--- src/rtl/clk_src_sel_pkg.sv ---
// Shared types and encodings for the clock source select sequencer.
package clk_src_sel_pkg;

  typedef enum logic [1:0] {IDLE, PREP, SWITCH, DWELL} state_e;

  localparam logic [1:0] ERR_NONE = 2'd0;
  localparam logic [1:0] ERR_NRDY = 2'd1;
  localparam logic [1:0] ERR_TMO  = 2'd2;

  localparam logic SRC_A = 1'b0;
  localparam logic SRC_B = 1'b1;

  // Expected one-hot switch status once a given source is gated on
  function automatic logic [1:0] src_onehot(input logic src);
    return (src == SRC_B) ? 2'b10 : 2'b01;
  endfunction

endpackage

--- src/rtl/clk_src_sel_ctrl_sync_cell.sv ---
// Multi-bit flop-chain synchronizer with synchronous active-low clear.
module sync_cell #(
  parameter int STAGES = 2,
  parameter int WIDTH  = 1
) (
  input  logic             clk,
  input  logic             rstn,
  input  logic [WIDTH-1:0] d,
  output logic [WIDTH-1:0] q
);

  logic [STAGES-1:0][WIDTH-1:0] chain;

  always_ff @(posedge clk) begin
    if (!rstn) chain <= '0;
    else       chain <= {chain[STAGES-2:0], d};
  end

  assign q = chain[STAGES-1];

endmodule

--- src/rtl/clk_src_sel_ctrl.sv ---
// Sequencer owning the sel input of the A/B glitch-free clock switch.
// Optional auto-failover enabled by defining CLK_SRC_SEL_CTRL_AUTO_FAILOVER_EN.
module clk_src_sel_ctrl
  import clk_src_sel_pkg::*;
#(
  parameter int SYNC_STAGES = 2,
  parameter int DWELL_CYC   = 64,
  parameter int TIMEOUT_CYC = 1024,
  parameter int CNT_W       = 11
) (
  input  logic       clk,
  input  logic       rstn,
  input  logic       req_valid,
  input  logic       req_src,
  output logic       req_ready,
  output logic       sel,
  output logic       cur_src,
  output logic       busy,
  output logic       done_pulse,
  output logic       err_pulse,
  output logic [1:0] err_code,
  input  logic       src_rdy_A,
  input  logic       src_rdy_B,
  input  logic [1:0] sw_act
`ifdef CLK_SRC_SEL_CTRL_AUTO_FAILOVER_EN
  ,
  output logic       fo_pulse
`endif
);

  state_e           state_q, state_d;
  logic             tgt_q, tgt_d, sel_d, cur_d;
  logic             done_d, err_d, fo_d;
  logic [1:0]       code_d;
  logic [CNT_W-1:0] cnt_q, cnt_d, cnt_inc;
  logic [1:0]       rdy_s, act_s;

  sync_cell #(.STAGES(SYNC_STAGES), .WIDTH(2)) u_sync_rdy (
    .clk(clk), .rstn(rstn), .d({src_rdy_B, src_rdy_A}), .q(rdy_s));
  sync_cell #(.STAGES(SYNC_STAGES), .WIDTH(2)) u_sync_act (
    .clk(clk), .rstn(rstn), .d(sw_act), .q(act_s));

  logic new_req, new_tgt, fo_trig;
  logic prep_go, prep_tmo, sw_ok, sw_tmo, dwell_end;

  assign cnt_inc   = (cnt_q == '1) ? cnt_q : cnt_q + 1'b1;
  assign prep_go   = rdy_s[tgt_q];
  assign prep_tmo  = cnt_q == CNT_W'(TIMEOUT_CYC - 1);
  assign sw_ok     = act_s == src_onehot(tgt_q);
  assign sw_tmo    = prep_tmo;
  assign dwell_end = cnt_q == CNT_W'(DWELL_CYC - 1);

`ifdef CLK_SRC_SEL_CTRL_AUTO_FAILOVER_EN
  logic [1:0] lo_cnt;
  logic       fo_q;

  // Counts consecutive idle cycles with the current source's rdy low
  always_ff @(posedge clk) begin
    if (!rstn)                                     lo_cnt <= '0;
    else if (state_q != IDLE || rdy_s[cur_src])    lo_cnt <= '0;
    else if (lo_cnt != 2'd3)                       lo_cnt <= lo_cnt + 2'd1;
  end

  assign fo_trig  = (state_q == IDLE) && !req_valid && !rdy_s[cur_src] &&
                    (lo_cnt == 2'd3) && rdy_s[~cur_src];
  assign fo_pulse = fo_q;

  always_ff @(posedge clk) begin
    if (!rstn) fo_q <= 1'b0;
    else       fo_q <= fo_d;
  end
`else
  assign fo_trig = 1'b0;
`endif

  assign new_req = (state_q == IDLE) && (req_valid || fo_trig);
  assign new_tgt = req_valid ? req_src : ~cur_src;

  // State register
  always_ff @(posedge clk) begin
    if (!rstn) state_q <= IDLE;
    else       state_q <= state_d;
  end

  // Next-state logic
  always_comb begin
    state_d = state_q;
    case (state_q)
      IDLE:    if (new_req && new_tgt != cur_src) state_d = PREP;
      PREP:    if (prep_go || prep_tmo)           state_d = prep_go ? SWITCH : IDLE;
      SWITCH:  if (sw_ok || sw_tmo)               state_d = sw_ok ? DWELL : IDLE;
      DWELL:   if (dwell_end)                     state_d = IDLE;
      default:                                    state_d = IDLE;
    endcase
  end

  // Output / datapath next values
  always_comb begin
    tgt_d  = tgt_q;
    sel_d  = sel;
    cur_d  = cur_src;
    cnt_d  = cnt_inc;
    done_d = 1'b0;
    err_d  = 1'b0;
    fo_d   = 1'b0;
    code_d = ERR_NONE;
    case (state_q)
      IDLE: begin
        cnt_d = '0;
        if (new_req) begin
          tgt_d  = new_tgt;
          done_d = new_tgt == cur_src;
          fo_d   = !req_valid;
        end
      end
      PREP: begin
        if (prep_go) begin
          sel_d = tgt_q;
          cnt_d = '0;
        end else if (prep_tmo) begin
          err_d  = 1'b1;
          code_d = ERR_NRDY;
        end
      end
      SWITCH: begin
        if (sw_ok) begin
          cur_d = tgt_q;
          cnt_d = '0;
        end else if (sw_tmo) begin
          sel_d  = cur_src;
          err_d  = 1'b1;
          code_d = ERR_TMO;
        end
      end
      DWELL:   done_d = dwell_end;
      default: ;
    endcase
  end

  always_ff @(posedge clk) begin
    if (!rstn) begin
      tgt_q      <= SRC_A;
      sel        <= SRC_A;
      cur_src    <= SRC_A;
      cnt_q      <= '0;
      done_pulse <= 1'b0;
      err_pulse  <= 1'b0;
      err_code   <= ERR_NONE;
    end else begin
      tgt_q      <= tgt_d;
      sel        <= sel_d;
      cur_src    <= cur_d;
      cnt_q      <= cnt_d;
      done_pulse <= done_d;
      err_pulse  <= err_d;
      err_code   <= code_d;
    end
  end

  assign req_ready = state_q == IDLE;
  assign busy      = state_q != IDLE;

endmodule

--- config.mk ---
export PLATFORM = sky130hd
export DESIGN_NAME = clk_src_sel_ctrl
export DESIGN_NICKNAME = d
export VERILOG_FILES = /design/src/rtl/clk_src_sel_pkg.sv /design/src/rtl/clk_src_sel_ctrl_sync_cell.sv /design/src/rtl/clk_src_sel_ctrl.sv
export SDC_FILE = /design/constraint.sdc
export NUM_CORES = 1
export LEC_CHECK = 0
export ABC_AREA = 1
export BUFFER_PORTS_ARGS = -buffer_cell sky130_fd_sc_hd__buf_2
export CELL_PAD_IN_SITES_DETAIL_PLACEMENT = 1
export CELL_PAD_IN_SITES_GLOBAL_PLACEMENT = 1
export CORE_MARGIN = 2
export CORE_UTILIZATION = 43
export CTS_BUF_LIST = sky130_fd_sc_hd__clkbuf_16
export DETAILED_ROUTE_END_ITERATION = 10
export GPL_TIMING_DRIVEN = 0
export PLACE_DENSITY_LB_ADDON = 0.12
export SYNTH_ARGS = -nofsm -noshare
export SYNTH_HDL_FRONTEND = slang
export SYNTH_SLANG_ARGS = --single-unit
--- constraint.sdc ---
create_clock -name clk -period 4.17 [get_ports clk]
set_input_delay 0.2085 -clock clk [delete_from_list [all_inputs] [get_ports clk]]
set_output_delay 0.2085 -clock clk [all_outputs]
set_load 0.005 [all_outputs]
==> flow_summary.toml, run 1 <==
[run_status]
status = "finished, violations left"
failed_checks = "DRC"

[timing]
finalSetupViolCount = 0
final_max_slew_viol_count = 0
finalHoldViolations = 0
fmax_ghz = 0.5534
fin_crit_sh = 0.4334
fin_setup_tns_ns = 0
setup_slack_ns = 2.363
max-slew-margin-rel = 0.7358
tightest_slew_ns = 0.3964
clock_skew_ns = 0.005646
rsz0062_at_grt = "no"
period_needed_ns = 1.807
finalHoldWorstSlack_ns = 0.1229

[critical_path]
arrival_ns = 1.96
rrSetupSlack_ns = 2.36
crit_start = "cnt_q[0]"
r2r_end = "cnt_q[1]"
critPathRequiredTime_ns = 4.33
endpoint = "cnt_q[1]"
endpoint_kind = "register"
regToRegStartpoint = "cnt_q[0]"
reg2regPathDepth = 7
critPathMaxFanout = 6
worstSetupStartpointType = "register"
critPathKind = "reg2reg"

[yosys]
async_flop_share = 0
yosysMostFrequentCell = "nand2_1"
yosysTopAreaCell = "dfxtp_1"
synth_edf_count = 0
synth.area.top_cells = "dfxtp_1 (43%), nand2_1 (14%), inv_1 (7.8%), ha_1 (5.8%), nor2_1 (5.2%)"
yosys-top-cells-count = "nand2_1 (47), dfxtp_1 (28), inv_1 (27)"
ys.flop_type = "dfxtp_1"
syn_nets = 190
yosysWarnings = 0
synth_seq_cells = 28
seq_area_frac_synth = 0.4341
syn_avg_cell_area_sq_um = 7.337
ys_types = 24
synth_cells = 176
syn-cell-area_sq_mm = 0.001291
synth_top_cell_area_share = 0.4341

[routing]
first_pass_iters = 7
ant_nets = 0
vias = 1155
wl_per_cell_um = 13.25
drc = 2
drt_wl_total_um = 2994
avgViaCountPerCell = 5.111
drt-initial-drc-count = 80

[placed_design]
gp_congestion = 0.7471
numPortBuffers = 15
hpwlAfterDp_um = 2300
placed_cells = 222
place_ws_ns = 2.365

[clock_network]
post_cts_buffers = 0
post_cts_resized = 0
cts_tree = "yes"
clock_path_buffers = 2
ctsHoldBuffers = 0
htreeDepth = 1
insertion_delay_ns = 0.27
cts_root_buf = "clkbuf_16"
cts.clk_slew.worst_paths_ns = 0.07
cts_inserted_buffers = 3
clkSinkCount = 28

[grt]
grt_max_degree = 16
antenna_found_initial = 0
grt_pass1_vias = 1175
grt_pass1_wl_um = 5147
track_usage = 0.1958
grt_overflow_total = 0

[job]
cap_violations = 0

[die]
start_util = 0.4603
die_w_um = 58.80
die_h_um = 58.80
core_area_sq_mm = 0.002805
row_count = 19
io_pins = 16
dieArea_sq_mm = 0.003457

[final_layout]
stdcell_count = 226
diodes = 0
fin_nets = 210
area.growth.synth_to_final_pct = 14.92
drive_gt1_frac = 0.1282
fillers = 364

[min_path]
hold_class = "in2reg"

[power]
p_leak_nw = 0.7382
power_density_mw_per_mm2 = 525.1
irDropWorstVdd_v = 0.0002033
p_total_mw = 0.7792
[sequential cells by signal, indices dropped and copies added, names as in the netlist]
name              count
u_sync_rdy.q          2
state_q               2
done_pulse            1
err_pulse             1
u_sync_rdy.chain      2
sel                   1
err_code              2
cur_src               1
cnt_q                11
u_sync_act.chain      2
tgt_q                 1
u_sync_act.q          2
[report_power, final]
| group | internal, mW | switching (mW) | total, mW |
|---|---|---|---|
| Sequential | 0.292 | 0.0214 | 0.314 |
| Combinational | 0.0894 | 0.155 | 0.245 |
| Clock | 0.129 | 0.0922 | 0.221 |
| Total | 0.510 | 0.269 | 0.779 |
[metal layers]
metal	part of all wire	global-route usage	routed length (um)	up-vias
li1	-	-	-	584
met1	0.46	0.2354	1386	550
met2	0.49	0.3444	1481	16
met3	0.027	0.03297	81	5
met4	0.015	0.07792	44	0
met5	0	0	0	-
[cell usage in the layout (no fill, tap or decap), types with 2 or more instances in the layout]
cell,instances
nor2_1,18
nand2_2,2
clkinv_1,2
xor2_1,5
nor3b_1,2
dfxtp_1,28
nor3_1,2
inv_1,27
ha_1,6
o21ai_0,5
buf_2,16
nand4_1,2
nand3_2,2
clkbuf_16,3
nand3_1,8
o21ai_1,2
nand2_1,47
a21oi_1,11
[critical path, cell delays in order (launching register included)]
cell and delay (ns):
dfxtp_1 0.42, ha_1 0.24, nand3_2 0.15, nor3_4 0.28, nand3_2 0.21, or2_0 0.25
o21ai_1 0.08, nor2_1 0.05
[metrics by stage]
step / utilization / cell area (sq um)
after CTS: 0.5290 / 1484
final: 0.5290 / 1484
after detailed placement: 0.5009 / 1405
after global placement: 0.5009 / 1405
after floorplan: - / 1291
after global routing: 0.5290 / 1484
[worst min path at each step]
stage | start | to | slack [ns] | cells past startpoint
after global routing | sw_act[0] | u_sync_act.chain[0] | 0.13 | 3
after CTS | sw_act[0] | u_sync_act.chain[0] | 0.12 | 3
after global placement | src_rdy_B | u_sync_rdy.chain[1] | 0.39 | 3
after detailed placement | sw_act[1] | u_sync_act.chain[1] | 0.40 | 3
final | sw_act[0] | u_sync_act.chain[0] | 0.12 | 3
after floorplan | sw_act[0] | u_sync_act.chain[0] | 0.31 | 2
[layout make-up]
| cell class | instances | area [sq um] | share of cell area |
|---|---|---|---|
| buffer | 2 | 8.758 | 0.005902 |
| clock buffer | 3 | 75.07 | 0.05059 |
| clock inverter | 1 | 3.754 | 0.002530 |
| inverter | 28 | 105.1 | 0.07083 |
| multi-input combinational | 118 | 616.8 | 0.4157 |
| sequential | 28 | 560.5 | 0.3777 |
| tap | 31 | 38.79 | 0.02614 |
| timing repair buffer | 15 | 75.07 | 0.05059 |
[logic make-up after synthesis]
group / after synthesis / synth area share
AOI/OAI and AO/OA: 20 / 0.08139
xor gates and xnor gates: 5 / 0.03391
adders and majority gates: 6 / 0.05814
buffers and inverters: 30 / 0.08817
DFF: 28 / 0.4341
and+or+nand+nor: 87 / 0.3043
Note: power is estimated with default switching activity, not from simulation.
==> run 2: changes to the inputs <==
- CORE_UTILIZATION: 43 -> 36
- clock period: 4.17 -> 1.55 ns (I/O delays scaled with it)
==> flow_summary.toml, run 2 (synthesis results as in run 1) <==
[timing]
max-slew-margin-rel = 0.7387
finalHoldViolations = 2
setup_slack_ns = 0.04604
finalHoldWorstSlack_ns = -0.003547
clock_skew_ns = 0.001476
tightest_slew_ns = 0.3920
finalSetupViolCount = 0
final_max_slew_viol_count = 0
rsz0062_at_grt = "yes"
fmax_ghz = 0.6649
fin_crit_sh = 0.9703
period_needed_ns = 1.504

[routing]
drc = 0
vias = 1180
ant_nets = 0
drt-initial-drc-count = 33
wl_per_cell_um = 12.65
avgViaCountPerCell = 4.720
drt_wl_total_um = 3162
first_pass_iters = 3

[die]
die_w_um = 63.89
core_area_sq_mm = 0.003390
die_h_um = 63.89
row_count = 21
dieArea_sq_mm = 0.004082
start_util = 0.3810
io_pins = 16

[run_status]
status = "finished, violations left"
failed_checks = "hold timing"

[final_layout]
drive_gt1_frac = 0.2696
diodes = 0
final_common_cell = "nand2_1"
fin_nets = 219
largest_reg_flops = 11
area.growth.synth_to_final_pct = 29.65
finalInstanceArea_sq_mm = 0.001674
top_register = "cnt_q"
most-common-layout-cells = "nand2_1 (42), inv_1 (25), dfxtp_1 (23)"

[power]
irDropWorstVdd_v = 0.0005229
power_density_mw_per_mm2 = 1389
p_total_mw = 2.326
p_leak_nw = 0.7920

[clock_network]
cts_root_buf = "clkbuf_16"
clkSinkCount = 28
cts.clk_slew.worst_paths_ns = 0.07
insertion_delay_ns = 0.26
cts_inserted_buffers = 3
clock_path_buffers = 2
cts_tree = "yes"
htreeDepth = 1

[critical_path]
critPathMaxFanout = 4
endpoint_kind = "register"
arrival_ns = 1.71
worstSetupStartpointType = "register"
critPathKind = "reg2reg"
critPathRequiredTime_ns = 1.75

[placed_design]
placed_cell_area_sq_mm = 0.001424
numPortBuffers = 15
gp_congestion = 0.8090
hpwlAfterDp_um = 2260
place_ws_ns = -0.2456

[grt]
grt_overflow_total = 0
grt_pass1_wl_um = 5175
antenna_found_initial = 0
grt_max_degree = 16
grt_pass1_vias = 1151
track_usage = 0.1649

[min_path]
hold_class = "in2reg"

[job]
cap_violations = 0
-- run 2: cell type report --
class,count,area [sq um]
Clock inverter,1,3.754
Tap cell,46,57.56
Fill cell,426,1715
Clock buffer,3,75.07
Timing Repair Buffer,24,148.9
Multi-Input combinational cell,118,699.4
Sequential cell,28,569.3
Inverter,28,105.1
Buffer,2,15.01
-- run 2: metal layers --
| layer | vias to the layer above | track usage | share of wire |
|---|---|---|---|
| met3 | 4 | 0.03169 | 0.023 |
| met1 | 563 | 0.1899 | 0.44 |
| met2 | 13 | 0.3008 | 0.53 |
| li1 | 600 | - | - |
| met4 | 0 | 0.05707 | 0.015 |
| met5 | - | 0 | 0 |
-- run 2: critical path: stages (launching register included) --
cell and delay [ns]:
dfxtp_4 0.37, ha_4 0.15, nand3_4 0.10, nor2_2 0.18, nand2_1 0.08, a21oi_1 0.23
nand2_4 0.11, nand2_2 0.09, nand2_2 0.04, nor2_2 0.08
-- run 2: repair_timing --
item,in CTS,in global routing
setup endpoints to repair,14,17
pin swaps,6,8
endpoints found under the hold margin,1,0
gates resized for setup,14,18
buffers inserted,5,2
gates cloned,0,1
hold buffers,1,0
-- run 2: where the power goes --
part | internal [mW] | switching, mW
registers | 0.800 | 0.0688
clock network | 0.346 | 0.252
logic | 0.347 | 0.511
total | 1.49 | 0.833
-- run 2: worst paths after layout --
kind                         end  cells past startpoint  slack [ns]                start
min          u_sync_rdy.chain[1]                      3      -0.004            src_rdy_B
max                   state_q[1]                      9        0.05             cnt_q[0]
max reg2reg           state_q[1]                      9        0.05             cnt_q[0]
min reg2reg      u_sync_rdy.q[1]                      2        0.41  u_sync_rdy.chain[1]
-- run 2: per-stage QoR --
step	std cells	utilization	TNS, ns
after detailed placement	237	0.4201	-1.175
final	250	0.4939	0
after floorplan	176	-	0
after global placement	237	0.4201	-0.4199
after CTS	247	0.4729	-0.01643
after global routing	250	0.4939	-0.2371
==> run 3: changes to the inputs <==
- CAP_MARGIN: not set -> 20
- CORE_ASPECT_RATIO: not set -> 0.6
==> flow_summary.toml, run 3 (synthesis results as in run 1) <==
[grt]
grt_pass1_wl_um = 5264
grt_max_degree = 17
grt_overflow_total = 0
use_met2 = 0.2746
track_usage = 0.1717
grt_use_met1 = 0.2377
antenna_found_initial = 0
top_usage_layer = "met2"
grt_pass1_vias = 1115
met3_usage = 0.04856

[critical_path]
cp_slowest_cell = "dfxtp_4"
r2r_end = "cnt_q[1]"
worstSetupPathDepth = 8
crit_family = "simple AND/OR/NAND/NOR gates"
reg2regPathDepth = 8
endpoint_kind = "register"
worstSetupStartpointType = "register"
path_common_cell = "nand3_4"
cpPeakStageDelay_ns = 0.37
rrSetupSlack_ns = 0.02
crit_start = "cnt_q[1]"
critPathKind = "reg2reg"
crit_buf_inv = 1
endpoint = "cnt_q[1]"
crit_chain = "ha_4 -> nand3_4 -> nor3_4 -> buf_6 -> nand3_4 -> or2_1 -> o21ai_1 -> nor2_1"
critPathMaxFanout = 5
regToRegStartpoint = "cnt_q[1]"
critPathRequiredTime_ns = 1.71
arrival_ns = 1.68

[timing]
fin_crit_sh = 0.9844
fmax_ghz = 0.6554
max-slew-margin-rel = 0.6847
finalSetupViolCount = 0
period_needed_ns = 1.526
finalHoldViolations = 0
setup_slack_ns = 0.02413
final_max_slew_viol_count = 0
rsz0062_at_grt = "yes"
clock_skew_ns = 0.002578
fin_setup_tns_ns = 0
tightest_slew_ns = 0.4730

[final_layout]
area.growth.synth_to_final_pct = 30.62
diodes = 0
fillers = 415
multiInputGateArea_sq_um = 669.4
drive_gt1_frac = 0.2195
most-common-layout-cells = "nand2_1 (46), inv_1 (27), dfxtp_1 (24)"
final_common_cell = "nand2_1"
ff_latch_area_sq_um = 570.5
top_register = "cnt_q"
largest_reg_flops = 11
fin_nets = 220

[routing]
drc = 0
ant_nets = 0
drt-initial-drc-count = 37
wl_per_cell_um = 12.72
vias = 1174
drt_wl_total_um = 3179
first_pass_iters = 4
avgViaCountPerCell = 4.696

[clock_network]
cts_inserted_buffers = 3
clock_path_buffers = 2
cts_tree = "yes"
clkSinkCount = 28
cts.clk_slew.worst_paths_ns = 0.07
htreeDepth = 1
insertion_delay_ns = 0.26
cts_root_buf = "clkbuf_16"

[job]
cap_violations = 0

[placed_design]
hpwlAfterDp_um = 2281
gp_congestion = 0.7273
numPortBuffers = 15
place_ws_ns = -0.2225

[die]
start_util = 0.3862
io_pins = 16
die_h_um = 50.39
dieArea_sq_mm = 0.004097
die_w_um = 81.32
row_count = 16
core_area_sq_mm = 0.003343

[power]
irDropWorstVdd_v = 0.0005519
p_total_mw = 2.349
p_leak_nw = 0.8015
power_density_mw_per_mm2 = 1393

[min_path]
hold_class = "in2reg"
hold_depth = 3

[run_status]
status = "finished, final reports clean"
run 3: area by class of cell:
class,instances,area share
timing repair buffer,25,0.09792
multi-input combinational,118,0.3969
inverter,28,0.06231
clock inverter,1,0.01780
tap,45,0.03338
clock buffer,3,0.04451
buffer,2,0.008902
sequential,28,0.3383
run 3: routing by layer:
| metal | up-vias | wire length [um] |
|---|---|---|
| li1 | 601 | - |
| met1 | 555 | 1565 |
| met2 | 16 | 1479 |
| met3 | 2 | 129 |
| met4 | 0 | 4 |
| met5 | - | 0 |
run 3: worst reg2reg max path, delay by kind of cell, from the launching register on:
family	cells	cell delay (ns)
AND/OR/NAND/NOR	5	0.70
flip-flops	1	0.37
adder cells (fa/ha/maj)	1	0.15
buffers and inverters	1	0.14
AO/OA/AOI/OAI	1	0.08
run 3: how the worst min path moves through the flow:
stage	start	to	slack, ns
global placement	sw_act[1]	u_sync_act.chain[1]	0.26
finish	sw_act[0]	u_sync_act.chain[0]	0.0002
global route	sw_act[0]	u_sync_act.chain[0]	0.03
detailed placement	src_rdy_A	u_sync_rdy.chain[0]	0.27
CTS	sw_act[0]	u_sync_act.chain[0]	0.002
floorplan	sw_act[0]	u_sync_act.chain[0]	0.18
run 3: metrics by stage:
stage	area [sq um]	hold WS [ns]	utilization	cells
floorplan	1291	0.1751	-	176
global placement	1423	0.2584	0.4255	236
detailed placement	1423	0.2665	0.4255	236
CTS	1625	0.002024	0.4862	247
global route	1687	0.02806	0.5045	250
finish	1687	0.0001693	0.5045	250
run 3: where the power goes:
part / internal, mW / switching (mW)
registers: 0.797 / 0.0634
clock network: 0.514 / 0.244
logic: 0.295 / 0.436
total: 1.61 / 0.743
run 3: repair_timing:
action / CTS / global route
hold buffers: 3 / 0
buffers inserted: 4 / 3
endpoints found under the setup margin: 14 / 15
pin swaps: 4 / 5
gates resized for setup: 9 / 14
endpoints found under the hold margin: 3 / 0
